==> src/rtl/wts_timer_counter_pkg.sv <==
// Shared definitions for the WTS interval timer block: default width and channel FSM states.
package wts_timer_counter_pkg;

    localparam int unsigned CNT_W_DEFAULT = 12;

    typedef enum logic {
        ST_STOP = 1'b0,
        ST_RUN  = 1'b1
    } tmr_state_e;

endpackage

==> src/rtl/wts_timer_counter_channel.sv <==
// One programmable down-counting interval timer: reload on start/load/expiry,
// combinational expiry strobe for cascading, registered one-clk trigger.
module wts_timer_channel
    import wts_timer_counter_pkg::*;
#(
    parameter int unsigned CNT_W = CNT_W_DEFAULT
) (
    input  logic             clk,
    input  logic             rst,
    input  logic [CNT_W-1:0] period,
    input  logic             run,
    input  logic             load,
    input  logic             count_en,
    output logic [CNT_W-1:0] count,
    output logic             expire,
    output logic             trigger
);

    tmr_state_e       state_q, state_d;
    logic [CNT_W-1:0] count_q, count_d;
    logic             trigger_q, trigger_d;

    always_ff @(posedge clk or posedge rst) begin
        if (rst) begin
            state_q   <= ST_STOP;
            count_q   <= '0;
            trigger_q <= 1'b0;
        end else begin
            state_q   <= state_d;
            count_q   <= count_d;
            trigger_q <= trigger_d;
        end
    end

    always_comb begin
        state_d = state_q;
        count_d = count_q;
        expire  = 1'b0;
        unique case (state_q)
            ST_STOP: begin
                if (run || load) begin
                    count_d = period;
                end
                if (run) begin
                    state_d = ST_RUN;
                end
            end
            ST_RUN: begin
                if (!run) begin
                    state_d = ST_STOP;
                    if (load) begin
                        count_d = period;
                    end
                end else if (load) begin
                    // load beats a coincident count event: no decrement, no expiry
                    count_d = period;
                end else if (count_en) begin
                    if (count_q == CNT_W'(1)) begin
                        expire  = 1'b1;
                        count_d = period;
                    end else begin
                        // a period of 0 reaches here as 0 and wraps to all-ones: 2^CNT_W interval
                        count_d = count_q - CNT_W'(1);
                    end
                end
            end
            default: state_d = ST_STOP;
        endcase
        trigger_d = expire;
    end

    assign count   = count_q;
    assign trigger = trigger_q;

endmodule

==> src/rtl/wts_timer_counter.sv <==
// Two WTS interval timers; timer 2 optionally counts timer 1 expiries instead of base ticks.
module wts_timer_counter
    import wts_timer_counter_pkg::*;
#(
    parameter int unsigned CNT_W = CNT_W_DEFAULT
) (
    input  logic             clk,
    input  logic             reset,
    input  logic             tick_base,
    input  logic [CNT_W-1:0] reg_timer1_period,
    input  logic             reg_timer1_run,
    input  logic             reg_timer1_load,
    input  logic [CNT_W-1:0] reg_timer2_period,
    input  logic             reg_timer2_run,
    input  logic             reg_timer2_load,
    input  logic             reg_timer2_cascade,
    output logic             timer1_trigger,
    output logic             timer2_trigger,
    output logic [CNT_W-1:0] timer1_count,
    output logic [CNT_W-1:0] timer2_count
);

    logic ch1_expire;
    logic ch2_expire;
    logic ch2_count_en;

    // Same-clk expiry strobe so a cascaded timer 2 decrements on the expiring edge itself
    assign ch2_count_en = reg_timer2_cascade ? ch1_expire : tick_base;

    wts_timer_channel #(.CNT_W(CNT_W)) u_ch1 (
        .clk      (clk),
        .rst      (reset),
        .period   (reg_timer1_period),
        .run      (reg_timer1_run),
        .load     (reg_timer1_load),
        .count_en (tick_base),
        .count    (timer1_count),
        .expire   (ch1_expire),
        .trigger  (timer1_trigger)
    );

    wts_timer_channel #(.CNT_W(CNT_W)) u_ch2 (
        .clk      (clk),
        .rst      (reset),
        .period   (reg_timer2_period),
        .run      (reg_timer2_run),
        .load     (reg_timer2_load),
        .count_en (ch2_count_en),
        .count    (timer2_count),
        .expire   (ch2_expire),
        .trigger  (timer2_trigger)
    );

endmodule
==> config.mk <==
export PLATFORM = sky130hd
export DESIGN_NAME = wts_timer_counter
export DESIGN_NICKNAME = d
export VERILOG_FILES = /design/src/rtl/wts_timer_counter_pkg.sv /design/src/rtl/wts_timer_counter_channel.sv /design/src/rtl/wts_timer_counter.sv
export SDC_FILE = /design/constraint.sdc
export NUM_CORES = 1
export LEC_CHECK = 0
export ABC_AREA = 1
export BUFFER_PORTS_ARGS = -buffer_cell sky130_fd_sc_hd__buf_4
export CORE_MARGIN = 3
export CORE_UTILIZATION = 54
export CTS_BUF_LIST = sky130_fd_sc_hd__clkbuf_4
export DETAILED_ROUTE_END_ITERATION = 7
export GPL_TIMING_DRIVEN = 1
export PLACE_DENSITY = 0.82
export SLEW_MARGIN = 5
export SYNTH_ARGS = -nofsm -noshare
export SYNTH_HDL_FRONTEND = slang
export SYNTH_SLANG_ARGS = --single-unit
==> constraint.sdc <==
create_clock -name clk -period 1.9 [get_ports clk]
set_input_delay 0 -clock clk [delete_from_list [all_inputs] [get_ports clk]]
set_output_delay 0 -clock clk [all_outputs]
set_load 0.01 [all_outputs]
After elaboration in Yosys (flattened, before gate mapping)

Cells that the tools add are included.

Order comparisons: 0
Bitwise operators: 2
Div/mod/pow operators: 0
Multiplexer cells: 27
Equality and inequality tests: 8
Add/sub/neg operators: 2
Multipliers: 0
Reductions and logical operators: 4
Shift-type cells: 0

Operators by type and width:

| cell                                                                     | number |
|---|---|
| 12-bit 2-to-1 mux                                                        | 12 |
| 12-bit one-hot mux with 2 select lines                                   | 2 |
| 12-bit by 1-bit == test with 1-bit output (second input constant)        | 2 |
| 12-bit by 1-bit subtractor with 12-bit output (second input constant)    | 2 |
| 1-bit 2-to-1 mux                                                         | 13 |
| 3-bit inequality test (second input constant)                            | 4 |
| 3-bit AND reduction                                                      | 2 |
| 2-bit by 1-bit inequality test with 1-bit output (second input constant) | 2 |
| 1-bit logical OR                                                         | 2 |
| 1-bit inverter                                                           | 2 |

Bits in registers: 28
Word-level logic and storage cells: 49
RAM bits: 0
ROM bits: 0
Input port bits: 32
Latch bits: 0
Memories kept: 0

Depth between registers and ports, before layout

Depth after elaboration: 11
Depth in mapped cells: 11

Hierarchy

Synthesis repeated with hierarchy kept, for this count alone.

Cell total of the unflattened synthesis: 324
Area, all modules: 2084.5 µm²

Modules (own cells, without submodules):

| module            | area an instance (µm²) | seq. area each (µm²) | cells each | times used |
|---|---|---|---|---|
| wts_timer_channel | 1034.7                 | 350.3                | 160        | 2 |
| wts_timer_counter | 15.0                   | 0.0                  | 4          | 1 |

Worst setup path after synthesis

Ideal clock, no wire load.

Path type: register to register
Start: reg u_ch1.count_q[1] (netlist: u_ch1.count[1])
End: reg u_ch2.count_q[7] (netlist: u_ch2.count[7])
Cell stages (with the launch flop): 11
Required time: 1784 ps
Data arrival time: 1315 ps
Clock period less this slack: 1432 ps
Path buffers: 1
Setup slack: 468 ps
Library setup time: 116 ps
Path through: dfrtp_1 -> inv_1 -> ha_1 -> nand2_1 -> nor2_4 -> nand3_2 -> nand3_2 -> nand2_4 -> buf_6 -> nand2_1 -> nand2_1

Longest elaborated chain between the ends: 9

RTL lines:

| element                                   | RTL line                        | RTL |
|---|---|---|
| from (decl)                               | wts_timer_counter_channel.sv:20 | `logic [CNT_W-1:0] count_q, count_d;` |
| from (signal assigned)                    | wts_timer_counter_channel.sv:30 | `count_q <= count_d;` |
| 12-bit by 1-bit == test with 1-bit output | wts_timer_counter_channel.sv:58 | `if (count_q == CNT_W'(1)) begin` |
| 1-bit 2-to-1 mux                          | wts_timer_counter_channel.sv:58 |  |
| 1-bit 2-to-1 mux                          | wts_timer_counter_channel.sv:57 | `end else if (count_en) begin` |
| 1-bit 2-to-1 mux                          | wts_timer_counter_channel.sv:54 | `end else if (load) begin` |
| 1-bit 2-to-1 mux                          | wts_timer_counter_channel.sv:49 | `if (!run) begin` |
| 1-bit 2-to-1 mux                          | wts_timer_counter_channel.sv:39 | `unique case (state_q)` |
| 1-bit 2-to-1 mux                          | wts_timer_counter.sv:28         | `assign ch2_count_en = reg_timer2_cascade ? ch1_expire : tick_base;` |
| 3-bit inequality test (no source line)    | n/a                             |  |
| 3-bit AND reduction (no source line)      | n/a                             |  |
| to (signal assigned)                      | wts_timer_counter_channel.sv:30 |  |
| to (decl)                                 | wts_timer_counter_channel.sv:20 |  |

No other way between the ends.
A chain may end at the register's enable or synchronous reset.

Final worst setup path

Start: reg u_ch1.count_q[1] (netlist: u_ch1.count[1])
End: reg u_ch2.trigger_q (netlist: u_ch2.trigger)

Longest elaborated chain between the ends: 11

RTL lines:

| element                                   | RTL line                        | RTL |
|---|---|---|
| 12-bit by 1-bit == test with 1-bit output | wts_timer_counter_channel.sv:58 |  |
| 1-bit 2-to-1 mux                          | wts_timer_counter_channel.sv:58 |  |
| 1-bit 2-to-1 mux                          | wts_timer_counter_channel.sv:57 |  |
| 1-bit 2-to-1 mux                          | wts_timer_counter_channel.sv:54 |  |
| 1-bit 2-to-1 mux                          | wts_timer_counter_channel.sv:49 |  |
| 1-bit 2-to-1 mux                          | wts_timer_counter_channel.sv:39 |  |
| 1-bit 2-to-1 mux                          | wts_timer_counter.sv:28         |  |
| 1-bit 2-to-1 mux                          | wts_timer_counter_channel.sv:57 |  |
| 1-bit 2-to-1 mux                          | wts_timer_counter_channel.sv:54 |  |
| 1-bit 2-to-1 mux                          | wts_timer_counter_channel.sv:49 |  |
| 1-bit 2-to-1 mux                          | wts_timer_counter_channel.sv:39 |  |
| via ch2_expire                            | wts_timer_counter.sv:24         | `logic ch2_expire;` |
| to (signal assigned)                      | wts_timer_counter_channel.sv:31 | `trigger_q <= trigger_d;` |
| to (decl)                                 | wts_timer_counter_channel.sv:21 | `logic trigger_q, trigger_d;` |

The timed path passes the listed nets, and every way through them passes these cells.

==> out/qor.yml <==
finish:
  fin_util: 0.791
  antennaDiodeCount: 0
  layout-drive-gt1-share: 0.230
  final_cell_mix: "116 x nand2_1, 61 x buf_4, 35 x inv_1"
  stdcell_area_mm2: 0.00275
  num-nets-final: 421
  final_common_cell: "nand2_1"
  area_growth_pct: 36.9
worst_setup_path:
  path_max_fanout: 3
  cp.required_ns: 2.17
  endpoint_kind: "flip-flop"
  worstPathArrival_ns: 2.06
  critical_path_class: "reg -> reg"
  start_kind: "flip-flop"
sta:
  setup_violations: 0
  slew_headroom: 0.704
  fin_setup_tns_ns: 0
  rsz0062_at_grt: "false"
  clock.fmax_mhz: 559
  clock_skew_ns: 0.00345
  drv_slew: 0
  final.period_utilization: 0.942
  hold_viol: 0
  tightest_slew_ns: 0.443
  period_minus_slack_ns: 1.79
die:
  core_area_mm2: 0.00347
  die_w_um: 66.9
  row_count: 21
  die_height_um: 66.9
  start_util: 0.578
  dieArea_mm2: 0.00448
  pin_count: 58
logic_synthesis:
  synth_seq_cells: 28
  synth_mux_area_frac: 0
  syn-cell-area_mm2: 0.00201
  synth_nets: 336
  syn_area_per_cell_um2: 6.69
  ys_types: 26
  synthSimpleGateAreaFrac: 0.409
  synth_top_family_by_area: "simple AND/OR/NAND/NOR gates"
  yosysSeqAreaShare: 0.349
  postSynthCellCount: 300
  synthXorXnorAreaFrac: 0.0524
  synthAdderAreaFrac: 0.0250
  yosysWarnings: 0
  synth_compound_area_frac: 0.0649
clocking:
  cts_tree: "built"
  clock_path_buffers: 2
  cts_sinks: 28
  clock_latency_ns: 0.32
  root_buffer: "clkbuf_4"
  clk_pin_slew_worst_paths_ns: 0.15
  numCtsBuffers: 3
  htreeDepth: 1
power_and_ir_drop:
  p_int_mw: 1.02
  p_sw_frac: 0.365
  power_switching_uw: 588
  p_seq_frac: 0.473
  vdd_drop_max_mv: 0.570
  p_comb_frac: 0.375
  p_leak_nw: 1.47
  powerDensity_mw_per_mm2: 587
  p_clk_frac: 0.152
place:
  gp_congestion: 0.926
  place_area_mm2: 0.00246
  dpl.hpwl_mm: 3.48
  port_buffers: 57
grt:
  grt_usage: 0.237
  grt_overflow: 0
  antenna_found_initial: 0
  grt_pass1_vias: 1879
  grt_pass1_wl_mm: 8.18
  grt_max_degree: 29
route:
  viasPerCell: 4.87
  vias: 2090
  wl_per_cell_um: 11.6
  antenna_left: 0
  drc: 0
  dr.first_iter.drc_count: 112
  drtPass1Iterations: 4
  routed_wl_mm: 4.98
hold_path:
  min_path_type: "in -> reg"
run_status:
  outcome: "completed"
run:
  drv_cap: 0
## final cells by class
| type | instances | area, µm² |
|---|---|---|
| Clock buffer | 3 | 22.5 |
| Fill cell | 284 | 723 |
| Inverter | 39 | 148 |
| Multi-Input combinational cell | 227 | 1110 |
| Sequential cell | 28 | 701 |
| Tap cell | 46 | 57.6 |
| Timing Repair Buffer | 86 | 708 |
## metal layers
layer / global-route usage / wire, µm / vias up
met5: 0 / 0 / -
met4: 0.0557 / 108 / 0
met3: 0.0540 / 278 / 12
met2: 0.389 / 2280 / 66
met1: 0.314 / 2320 / 922
li1: - / - / 1090
## through the flow
step / std cells / power, mW / hold slack (ns) / worst slack (ns)
global placement: 400 / 1.32 / 0.0941 / 0.361
CTS: 428 / 1.61 / 0.000263 / 0.122
finish: 429 / 1.61 / 0.00754 / 0.110
detailed placement: 400 / 1.33 / 0.0993 / 0.285
global route: 429 / 1.73 / 0.0165 / 0.00454
floorplan: 300 / 1.11 / 0.0314 / 0.468
## final timing paths
kind,slack (ns),depth (start not counted),end,startpoint
max reg2reg,0.11,7,u_ch2.trigger,u_ch1.count[1]
max,0.11,7,u_ch2.trigger,u_ch1.count[1]
max in group asynchronous,1.35,4,u_ch1.count[8],reset
min in group asynchronous,0.27,4,u_ch1.count[4],reset
min reg2reg,0.54,2,u_ch1.count[1],u_ch1.count[1]
min,0.008,4,u_ch1.count[8],reg_timer1_period[8]
## logic make-up after synthesis
logic type | after synthesis
AO/OA/AOI/OAI | 24
XOR/XNOR | 12
adder cells (fa/ha/maj) | 4
buffers and inverters | 45
flip-flops | 28
AND/OR/NAND/NOR | 187
## power groups by stage
| stage | combinational [mW] | clock (mW) | sequential [mW] |
|---|---|---|---|
| 4_1_cts | 0.600 | 0.250 | 0.761 |
| 5_1_grt | 0.682 | 0.275 | 0.774 |
| 6_report | 0.604 | 0.246 | 0.763 |
| 3_3_place_gp | 0.550 | 0 | 0.772 |
| 3_5_place_dp | 0.559 | 0 | 0.771 |
| 2_1_floorplan | 0.322 | 0 | 0.784 |
## cells in the mapped netlist
| cell type | count | area [µm²] |
|---|---|---|
| o21ai_1 | 16 | 80.1 |
| nand2_1 | 116 | 435 |
| inv_1 | 35 | 131 |
| clkinv_2 | 1 | 5.00 |
| nand2_2 | 3 | 18.8 |
| o21ai_0 | 2 | 10.0 |
| ha_1 | 4 | 50.1 |
| dfrtp_1 | 28 | 701 |
| nor2_4 | 4 | 45.0 |
| xnor2_1 | 1 | 8.76 |
| inv_2 | 3 | 11.3 |
| o211ai_1 | 2 | 15.0 |
| or2_0 | 2 | 12.5 |
| nor2_2 | 4 | 25.0 |
| a21oi_2 | 1 | 8.76 |
| o22ai_1 | 1 | 6.26 |
| buf_6 | 4 | 45.0 |
| nand3_1 | 21 | 105 |
| nor2_1 | 30 | 113 |
| clkbuf_1 | 2 | 7.51 |
| nand3_2 | 2 | 20.0 |
| xor2_1 | 11 | 96.3 |
| nor3_2 | 1 | 10.0 |
| a21oi_1 | 2 | 10.0 |
| nand2_4 | 2 | 22.5 |
| or2_2 | 2 | 12.5 |
## flip-flops by register name (all words and copies together), names as in the netlist
register       flops
u_ch1.count       12
u_ch1.state_q      1
u_ch1.trigger      1
u_ch2.count       12
u_ch2.state_q      1
u_ch2.trigger      1
## worst max-delay path, stage by stage, from the launching register on
cell and delay, ns:
dfrtp_1 0.42, inv_1 0.11, ha_1 0.17, nand2_1 0.10
nor2_4 0.12, nand3_2 0.12, a21oi_2 0.14, dlygate4sd3_1 0.57
## repair_timing
item | in CTS | in global routing
endpoints found under the setup margin | 0 | 1
gates resized for setup | 0 | 1
hold buffers | 25 | 0
endpoints found under the hold margin | 51 | 0
buffers inserted | 0 | 1
No activity file was read; power rests on OpenSTA's default activity.
